--- src/rtl/sandpile_mem_arbiter_if.sv ---
// Bundle of pixel-counter, display, update-engine and cell-RAM signals around the
// sandpile RAM arbiter. The slave modport is the arbiter; master is everything else.
interface sandpile_mem_arbiter_if #(
    parameter int ADDR_W     = 12,
    parameter int DATA_W     = 2,
    parameter int UPD_BUDGET = 2048
);
    localparam int CNT_W = $clog2(UPD_BUDGET + 1);

    logic [9:0]        pixel_x;
    logic [9:0]        pixel_y;
    logic              done_x;
    logic              done_y;

    logic              disp_req;
    logic [ADDR_W-1:0] disp_addr;
    logic [DATA_W-1:0] disp_rdata;
    logic              disp_rvalid;

    logic              upd_req;
    logic              upd_we;
    logic [ADDR_W-1:0] upd_addr;
    logic [DATA_W-1:0] upd_wdata;
    logic              upd_gnt;
    logic [DATA_W-1:0] upd_rdata;
    logic              upd_rvalid;
    logic              upd_window;
    logic [CNT_W-1:0]  upd_count;
    logic              frame_start;

    logic              mem_en;
    logic              mem_we;
    logic [ADDR_W-1:0] mem_addr;
    logic [DATA_W-1:0] mem_wdata;
    logic [DATA_W-1:0] mem_rdata;

    modport slave (
        input  pixel_x, pixel_y, done_x, done_y,
        input  disp_req, disp_addr,
        input  upd_req, upd_we, upd_addr, upd_wdata,
        input  mem_rdata,
        output disp_rdata, disp_rvalid,
        output upd_gnt, upd_rdata, upd_rvalid, upd_window, upd_count, frame_start,
        output mem_en, mem_we, mem_addr, mem_wdata
    );

    modport master (
        output pixel_x, pixel_y, done_x, done_y,
        output disp_req, disp_addr,
        output upd_req, upd_we, upd_addr, upd_wdata,
        output mem_rdata,
        input  disp_rdata, disp_rvalid,
        input  upd_gnt, upd_rdata, upd_rvalid, upd_window, upd_count, frame_start,
        input  mem_en, mem_we, mem_addr, mem_wdata
    );
endinterface

--- src/rtl/sandpile_mem_arbiter.sv ---
// Single-port sandpile cell RAM arbiter: display reads always win, the update engine
// gets the RAM only during vertical blanking and only up to a per-frame access budget.
module sandpile_mem_arbiter #(
    parameter int ADDR_W     = 12,
    parameter int DATA_W     = 2,
    parameter int V_ACTIVE   = 480,
    parameter int UPD_BUDGET = 2048
) (
    input  logic                    clk,
    input  logic                    reset_n,
    sandpile_mem_arbiter_if.slave   bus
);
    localparam int               CNT_W         = $clog2(UPD_BUDGET + 1);
    localparam logic [9:0]       LAST_ACTIVE_Y = 10'(V_ACTIVE - 1);
    localparam logic [CNT_W-1:0] BUDGET        = CNT_W'(UPD_BUDGET);
    localparam logic [CNT_W-1:0] BUDGET_M1     = CNT_W'(UPD_BUDGET - 1);

    typedef enum logic [1:0] {
        ST_ACTIVE    = 2'd0,
        ST_VBLANK    = 2'd1,
        ST_EXHAUSTED = 2'd2
    } state_t;

    typedef enum logic [1:0] {
        TAG_NONE = 2'd0,
        TAG_DISP = 2'd1,
        TAG_UPD  = 2'd2
    } tag_t;

    state_t           r_state;
    state_t           w_state_next;
    tag_t             r_tag;
    tag_t             w_tag_next;
    logic [CNT_W-1:0] r_count;
    logic [CNT_W-1:0] w_count_next;
    logic             r_frame_start;

    logic             w_frame_end;
    logic             w_enter_vblank;
    logic             w_gnt;
    logic             w_budget_hit;
    logic             w_disp_sel;
    logic             w_unused;

    // Horizontal position is not needed; line/frame ends come from done_x/done_y.
    assign w_unused = ^bus.pixel_x;

    assign w_frame_end    = bus.done_x && bus.done_y;
    assign w_enter_vblank = bus.done_x && (bus.pixel_y == LAST_ACTIVE_Y);

    // Gating with reset_n keeps the RAM and the grant quiet while reset is held.
    assign w_disp_sel   = reset_n && bus.disp_req;
    assign w_gnt        = reset_n && (r_state == ST_VBLANK) && bus.upd_req && !bus.disp_req;
    assign w_budget_hit = w_gnt && (r_count == BUDGET_M1);

    always_comb begin
        w_state_next = r_state;
        case (r_state)
            ST_ACTIVE: begin
                if (!w_frame_end && w_enter_vblank) begin
                    w_state_next = ST_VBLANK;
                end
            end
            ST_VBLANK: begin
                // End of frame wins over running out of budget in the same cycle.
                if (w_frame_end) begin
                    w_state_next = ST_ACTIVE;
                end else if (w_budget_hit) begin
                    w_state_next = ST_EXHAUSTED;
                end
            end
            ST_EXHAUSTED: begin
                if (w_frame_end) begin
                    w_state_next = ST_ACTIVE;
                end
            end
            default: w_state_next = ST_ACTIVE;
        endcase
    end

    always_comb begin
        w_count_next = r_count;
        if (w_frame_end) begin
            w_count_next = '0;
        end else if (w_gnt && (r_count != BUDGET)) begin
            w_count_next = r_count + 1'b1;
        end
    end

    always_comb begin
        w_tag_next = TAG_NONE;
        if (w_disp_sel) begin
            w_tag_next = TAG_DISP;
        end else if (w_gnt && !bus.upd_we) begin
            w_tag_next = TAG_UPD;
        end
    end

    always_comb begin
        bus.mem_en    = 1'b0;
        bus.mem_we    = 1'b0;
        bus.mem_addr  = '0;
        bus.mem_wdata = '0;
        if (w_disp_sel) begin
            bus.mem_en   = 1'b1;
            bus.mem_addr = bus.disp_addr;
        end else if (w_gnt) begin
            bus.mem_en    = 1'b1;
            bus.mem_we    = bus.upd_we;
            bus.mem_addr  = bus.upd_addr;
            bus.mem_wdata = bus.upd_wdata;
        end
    end

    always_ff @(posedge clk or negedge reset_n) begin
        if (!reset_n) begin
            r_state       <= ST_ACTIVE;
            r_tag         <= TAG_NONE;
            r_count       <= '0;
            r_frame_start <= 1'b0;
        end else begin
            r_state       <= w_state_next;
            r_tag         <= w_tag_next;
            r_count       <= w_count_next;
            r_frame_start <= w_frame_end;
        end
    end

    // RAM data lands one cycle after the access; the tag says whose read it was.
    assign bus.disp_rvalid = (r_tag == TAG_DISP);
    assign bus.upd_rvalid  = (r_tag == TAG_UPD);
    assign bus.disp_rdata  = bus.disp_rvalid ? bus.mem_rdata : '0;
    assign bus.upd_rdata   = bus.upd_rvalid  ? bus.mem_rdata : '0;

    assign bus.upd_gnt     = w_gnt;
    assign bus.upd_window  = (r_state == ST_VBLANK);
    assign bus.upd_count   = r_count;
    assign bus.frame_start = r_frame_start;
endmodule

--- src/flat_wrapper.sv ---
// flat-port wrapper written by rule: the top's interface ports become plain ports
module sandpile_mem_arbiter_flat 
#(
    parameter int ADDR_W     = 12,
    parameter int DATA_W     = 2,
    parameter int V_ACTIVE   = 480,
    parameter int UPD_BUDGET = 2048
)
  (clk, reset_n, bus_pixel_x, bus_pixel_y, bus_done_x, bus_done_y, bus_disp_req, bus_disp_addr, bus_upd_req, bus_upd_we, bus_upd_addr, bus_upd_wdata, bus_mem_rdata, bus_disp_rdata, bus_disp_rvalid, bus_upd_gnt, bus_upd_rdata, bus_upd_rvalid, bus_upd_window, bus_upd_count, bus_frame_start, bus_mem_en, bus_mem_we, bus_mem_addr, bus_mem_wdata);
  sandpile_mem_arbiter_if #(.ADDR_W(ADDR_W), .DATA_W(DATA_W), .UPD_BUDGET(UPD_BUDGET)) bus_i ();
  input  logic clk;
  input  logic reset_n;
  input wire logic [$bits(bus_i.pixel_x)-1:0] bus_pixel_x;
  input wire logic [$bits(bus_i.pixel_y)-1:0] bus_pixel_y;
  input wire logic [$bits(bus_i.done_x)-1:0] bus_done_x;
  input wire logic [$bits(bus_i.done_y)-1:0] bus_done_y;
  input wire logic [$bits(bus_i.disp_req)-1:0] bus_disp_req;
  input wire logic [$bits(bus_i.disp_addr)-1:0] bus_disp_addr;
  input wire logic [$bits(bus_i.upd_req)-1:0] bus_upd_req;
  input wire logic [$bits(bus_i.upd_we)-1:0] bus_upd_we;
  input wire logic [$bits(bus_i.upd_addr)-1:0] bus_upd_addr;
  input wire logic [$bits(bus_i.upd_wdata)-1:0] bus_upd_wdata;
  input wire logic [$bits(bus_i.mem_rdata)-1:0] bus_mem_rdata;
  output wire logic [$bits(bus_i.disp_rdata)-1:0] bus_disp_rdata;
  output wire logic [$bits(bus_i.disp_rvalid)-1:0] bus_disp_rvalid;
  output wire logic [$bits(bus_i.upd_gnt)-1:0] bus_upd_gnt;
  output wire logic [$bits(bus_i.upd_rdata)-1:0] bus_upd_rdata;
  output wire logic [$bits(bus_i.upd_rvalid)-1:0] bus_upd_rvalid;
  output wire logic [$bits(bus_i.upd_window)-1:0] bus_upd_window;
  output wire logic [$bits(bus_i.upd_count)-1:0] bus_upd_count;
  output wire logic [$bits(bus_i.frame_start)-1:0] bus_frame_start;
  output wire logic [$bits(bus_i.mem_en)-1:0] bus_mem_en;
  output wire logic [$bits(bus_i.mem_we)-1:0] bus_mem_we;
  output wire logic [$bits(bus_i.mem_addr)-1:0] bus_mem_addr;
  output wire logic [$bits(bus_i.mem_wdata)-1:0] bus_mem_wdata;
  assign bus_i.pixel_x = bus_pixel_x;
  assign bus_i.pixel_y = bus_pixel_y;
  assign bus_i.done_x = bus_done_x;
  assign bus_i.done_y = bus_done_y;
  assign bus_i.disp_req = bus_disp_req;
  assign bus_i.disp_addr = bus_disp_addr;
  assign bus_i.upd_req = bus_upd_req;
  assign bus_i.upd_we = bus_upd_we;
  assign bus_i.upd_addr = bus_upd_addr;
  assign bus_i.upd_wdata = bus_upd_wdata;
  assign bus_i.mem_rdata = bus_mem_rdata;
  assign bus_disp_rdata = bus_i.disp_rdata;
  assign bus_disp_rvalid = bus_i.disp_rvalid;
  assign bus_upd_gnt = bus_i.upd_gnt;
  assign bus_upd_rdata = bus_i.upd_rdata;
  assign bus_upd_rvalid = bus_i.upd_rvalid;
  assign bus_upd_window = bus_i.upd_window;
  assign bus_upd_count = bus_i.upd_count;
  assign bus_frame_start = bus_i.frame_start;
  assign bus_mem_en = bus_i.mem_en;
  assign bus_mem_we = bus_i.mem_we;
  assign bus_mem_addr = bus_i.mem_addr;
  assign bus_mem_wdata = bus_i.mem_wdata;
  sandpile_mem_arbiter #(.ADDR_W(ADDR_W), .DATA_W(DATA_W), .V_ACTIVE(V_ACTIVE), .UPD_BUDGET(UPD_BUDGET)) u_core (.clk(clk), .reset_n(reset_n), .bus(bus_i));
endmodule
--- config.mk ---
export PLATFORM = sky130hd
export DESIGN_NAME = sandpile_mem_arbiter_flat
export DESIGN_NICKNAME = d
export VERILOG_FILES = /design/src/rtl/sandpile_mem_arbiter_if.sv /design/src/rtl/sandpile_mem_arbiter.sv /design/src/flat_wrapper.sv
export SDC_FILE = /design/constraint.sdc
export NUM_CORES = 1
export LEC_CHECK = 0
export BUFFER_PORTS_ARGS = -buffer_cell sky130_fd_sc_hd__buf_4
export CAP_MARGIN = 5
export CORE_MARGIN = 2
export CORE_UTILIZATION = 38
export CTS_CLUSTER_SIZE = 8
export DETAILED_ROUTE_END_ITERATION = 6
export PLACE_DENSITY_LB_ADDON = 0.08
export SLEW_MARGIN = 10
export SYNTH_ARGS = -nofsm -noshare
export SYNTH_HDL_FRONTEND = slang
export SYNTH_SLANG_ARGS = --single-unit
--- constraint.sdc ---
create_clock -name clk -period 2.3 [get_ports clk]
set_clock_uncertainty 0.1 [all_clocks]
set_input_delay 0.46 -clock clk [delete_from_list [all_inputs] [get_ports clk]]
set_output_delay 0.46 -clock clk [all_outputs]
set_load 0.005 [all_outputs]
==> metrics.csv <==
metric;value;unit
outcome;complete, no violations;
drt-initial-drc-count;53;
initial_utilization;39.6;%
dp_cells;227;
grt_pass1_wl;5610;um
finalMaxSlewViolations;0;
fp-row-count;19;
clockRootBuffer;clkbuf_4;
seq_area;425;um^2
fill_cells;238;
fp.dieW;57.2;um
syn_to_final_growth;68.3;%
maxCapViolCount;0;
dieArea;0.00327;mm^2
slew_headroom;54.8;%
syn-num-nets;172;
timing.final.crit_period;2.22;ns
syn_area;0.00107;mm^2
final-instance-count-excl-fill;236;
ys_seq_area_share;39.6;%
critPathKind;flop to output port;
cts_tree;yes;
synth.ff_latch_count;17;
clkSinkCount;17;
multi_input_area;614;um^2
firstDrtPassIters;4;
grt_max_degree;18;
yosys_warnings;0;
wl;3420;um
drc;0;
place_ws;0.102;ns
drive_above_1_share;48.8;%
grt_usage;21.4;%
hold_viol_final;0;
worstPathRequired;1.74;ns
coreArea;0.00271;mm^2
worst_pin_slew;0.677;ns
p_per_area;317;mW/mm^2
synthesis.instances;115;
syn_area_per_cell;9.34;um^2
detailed_place_hpwl;2670;um
fmax;0.451;GHz
cts.htree.levels;1;
tritoncts.num_buffers;3;
grt_antenna_before_repair;0;
detail_route.vias_per_cell;5.46;
clk_pin_slew;0.10;ns
wl_per_cell;14.5;um
async_flop_share;100;%
io_pins;92;
grt_pass1_vias;1270;
gp_congestion;0.789;
portBuffers;81;
clk_latency;0.29;ns
p_leak;0.944;nW
setup_viol;0;
start_kind;flop;
num_vias;1288;
clock_path_buffers;2;
drtAntennaViolNets;0;
path_max_fanout;13;
fin_crit_sh;96.3;%
yosysUniqueCellTypes;36;
worst_hold_path_type;input pin to async pin;
synth_ff_type;dfrtp_1;
antenna_cells;0;
final_core_util;66.7;%
gr-total-overflow;0;
synth_edf_count;0;
critPathArrivalTime;1.66;ns
die_height;57.2;um
setup.worst_path.end_class;output port;
setup_ws;0.0845;ns
total_power;574;uW
nets;263;
max-vdd-ir-drop;287;uV
==> sequential cells by signal, summed over array words and instances, names as in the netlist <==
register and count:
u_core.bus.frame_start 1, u_core.r_state 2, u_core.bus.upd_count 12, u_core.r_tag 2
==> cells in the final DEF (no fill, tap or decap), drive strengths merged, types with 3 or more instances in the layout <==
cell,instances
clkbuf,3
nand4,5
o21ai,4
and3,3
nand4b,3
nor4,3
and2,5
nand2,9
a21oi,5
or3,3
or4,4
nor2,7
inv,6
buf,88
a22o,12
xnor2,3
nand3,3
dfrtp,17
nor2b,4
==> critical path, cell delays in order, from the launching register on <==
cell,delay [ns]
dfrtp_1,0.40
and4bb_2,0.26
nand2_1,0.13
inv_2,0.07
buf_8,0.14
a22o_1,0.23
buf_4,0.13
==> worst paths after layout <==
| path | cells after the start | slack [ns] | start | to |
|---|---|---|---|---|
| min in group clk | 2 | 0.22 | bus_upd_we | u_core.r_tag[1] |
| setup reg to reg | 5 | 0.24 | u_core.r_state[1] | u_core.bus.upd_count[11] |
| hold / removal | 2 | 0.04 | reset_n | u_core.bus.upd_count[8] |
| setup / recovery | 6 | 0.08 | u_core.r_state[1] | bus_mem_addr[6] |
| hold reg to reg | 2 | 0.51 | u_core.bus.upd_count[0] | u_core.bus.upd_count[0] |
| max in group asynchronous | 2 | 1.40 | reset_n | u_core.bus.upd_count[0] |
==> area by class of cell <==
type	count	share of cell area, %
repair buffers	89	37.5
multi-input cells	89	34.0
flip-flops and latches	17	23.5
well taps	31	2.15
clock buffers	3	1.25
inverters	6	1.25
clock inverters	1	0.277
==> report_power, final <==
group	total (mW)	leakage [nW]	switching, mW	internal, mW
registers	0.301	0.235	0.000609	0.300
logic	0.112	0.691	0.0395	0.0730
clock network	0.160	0.0177	0.0952	0.0647
==> per-stage QoR <==
stage | area [um^2] | setup TNS (ns) | hold WS [ns]
floorplan | 1070 | 0 | 0.0644
global placement | 1730 | 0 | 0.181
detailed placement | 1730 | 0 | 0.182
CTS | 1780 | 0 | 0.0358
global route | 1810 | -0.00188 | 0.0355
finish | 1810 | 0 | 0.0381
==> metal layers <==
layer	wire length [um]	share of wire, %	up-vias	GRT usage [%]
met5	0	0	-	0
li1	-	-	617	-
met2	1770	52	66	39.1
met3	326	9.5	0	5.90
met1	1320	39	605	25.6
met4	0	0	0	3.32
==> cell usage after synthesis (3+ instances only) <==
master	instances	area share, %
dfrtp_1	17	40
a22o_1	12	9.8
nand2_1	9	3.1
nor2_1	7	2.4
inv_1	6	2.1
a21oi_1	5	2.3
and2_1	4	2.3
nand4_1	4	2.3
nor2b_1	4	2.3
o21ai_0	4	1.9
and3_1	3	1.7
nand3_1	3	1.4
nand4b_1	3	2.4
nor4_1	3	1.7
or3_1	3	1.7
xnor2_1	3	2.4
==> what timing repair did <==
item | in CTS | in global routing
setup buffers | 2 | 2
pin swaps | 1 | 1
hold buffers | 1 | 0
gates resized for setup | 0 | 3
hold endpoints to repair | 4 | 0
setup endpoints to repair | 12 | 12
==> cells by family after synthesis <==
| logic type | Yosys count | synth area share [%] |
|---|---|---|
| AO/OA/AOI/OAI | 27 | 18.4 |
| XOR/XNOR | 4 | 3.26 |
| adder cells (fa/ha/maj) | 2 | 2.33 |
| buffers and inverters | 9 | 3.15 |
| flip-flops | 17 | 39.6 |
| multiplexers | 1 | 0.932 |
| AND/OR/NAND/NOR | 55 | 32.3 |
Power figures use the tool's default switching activity.
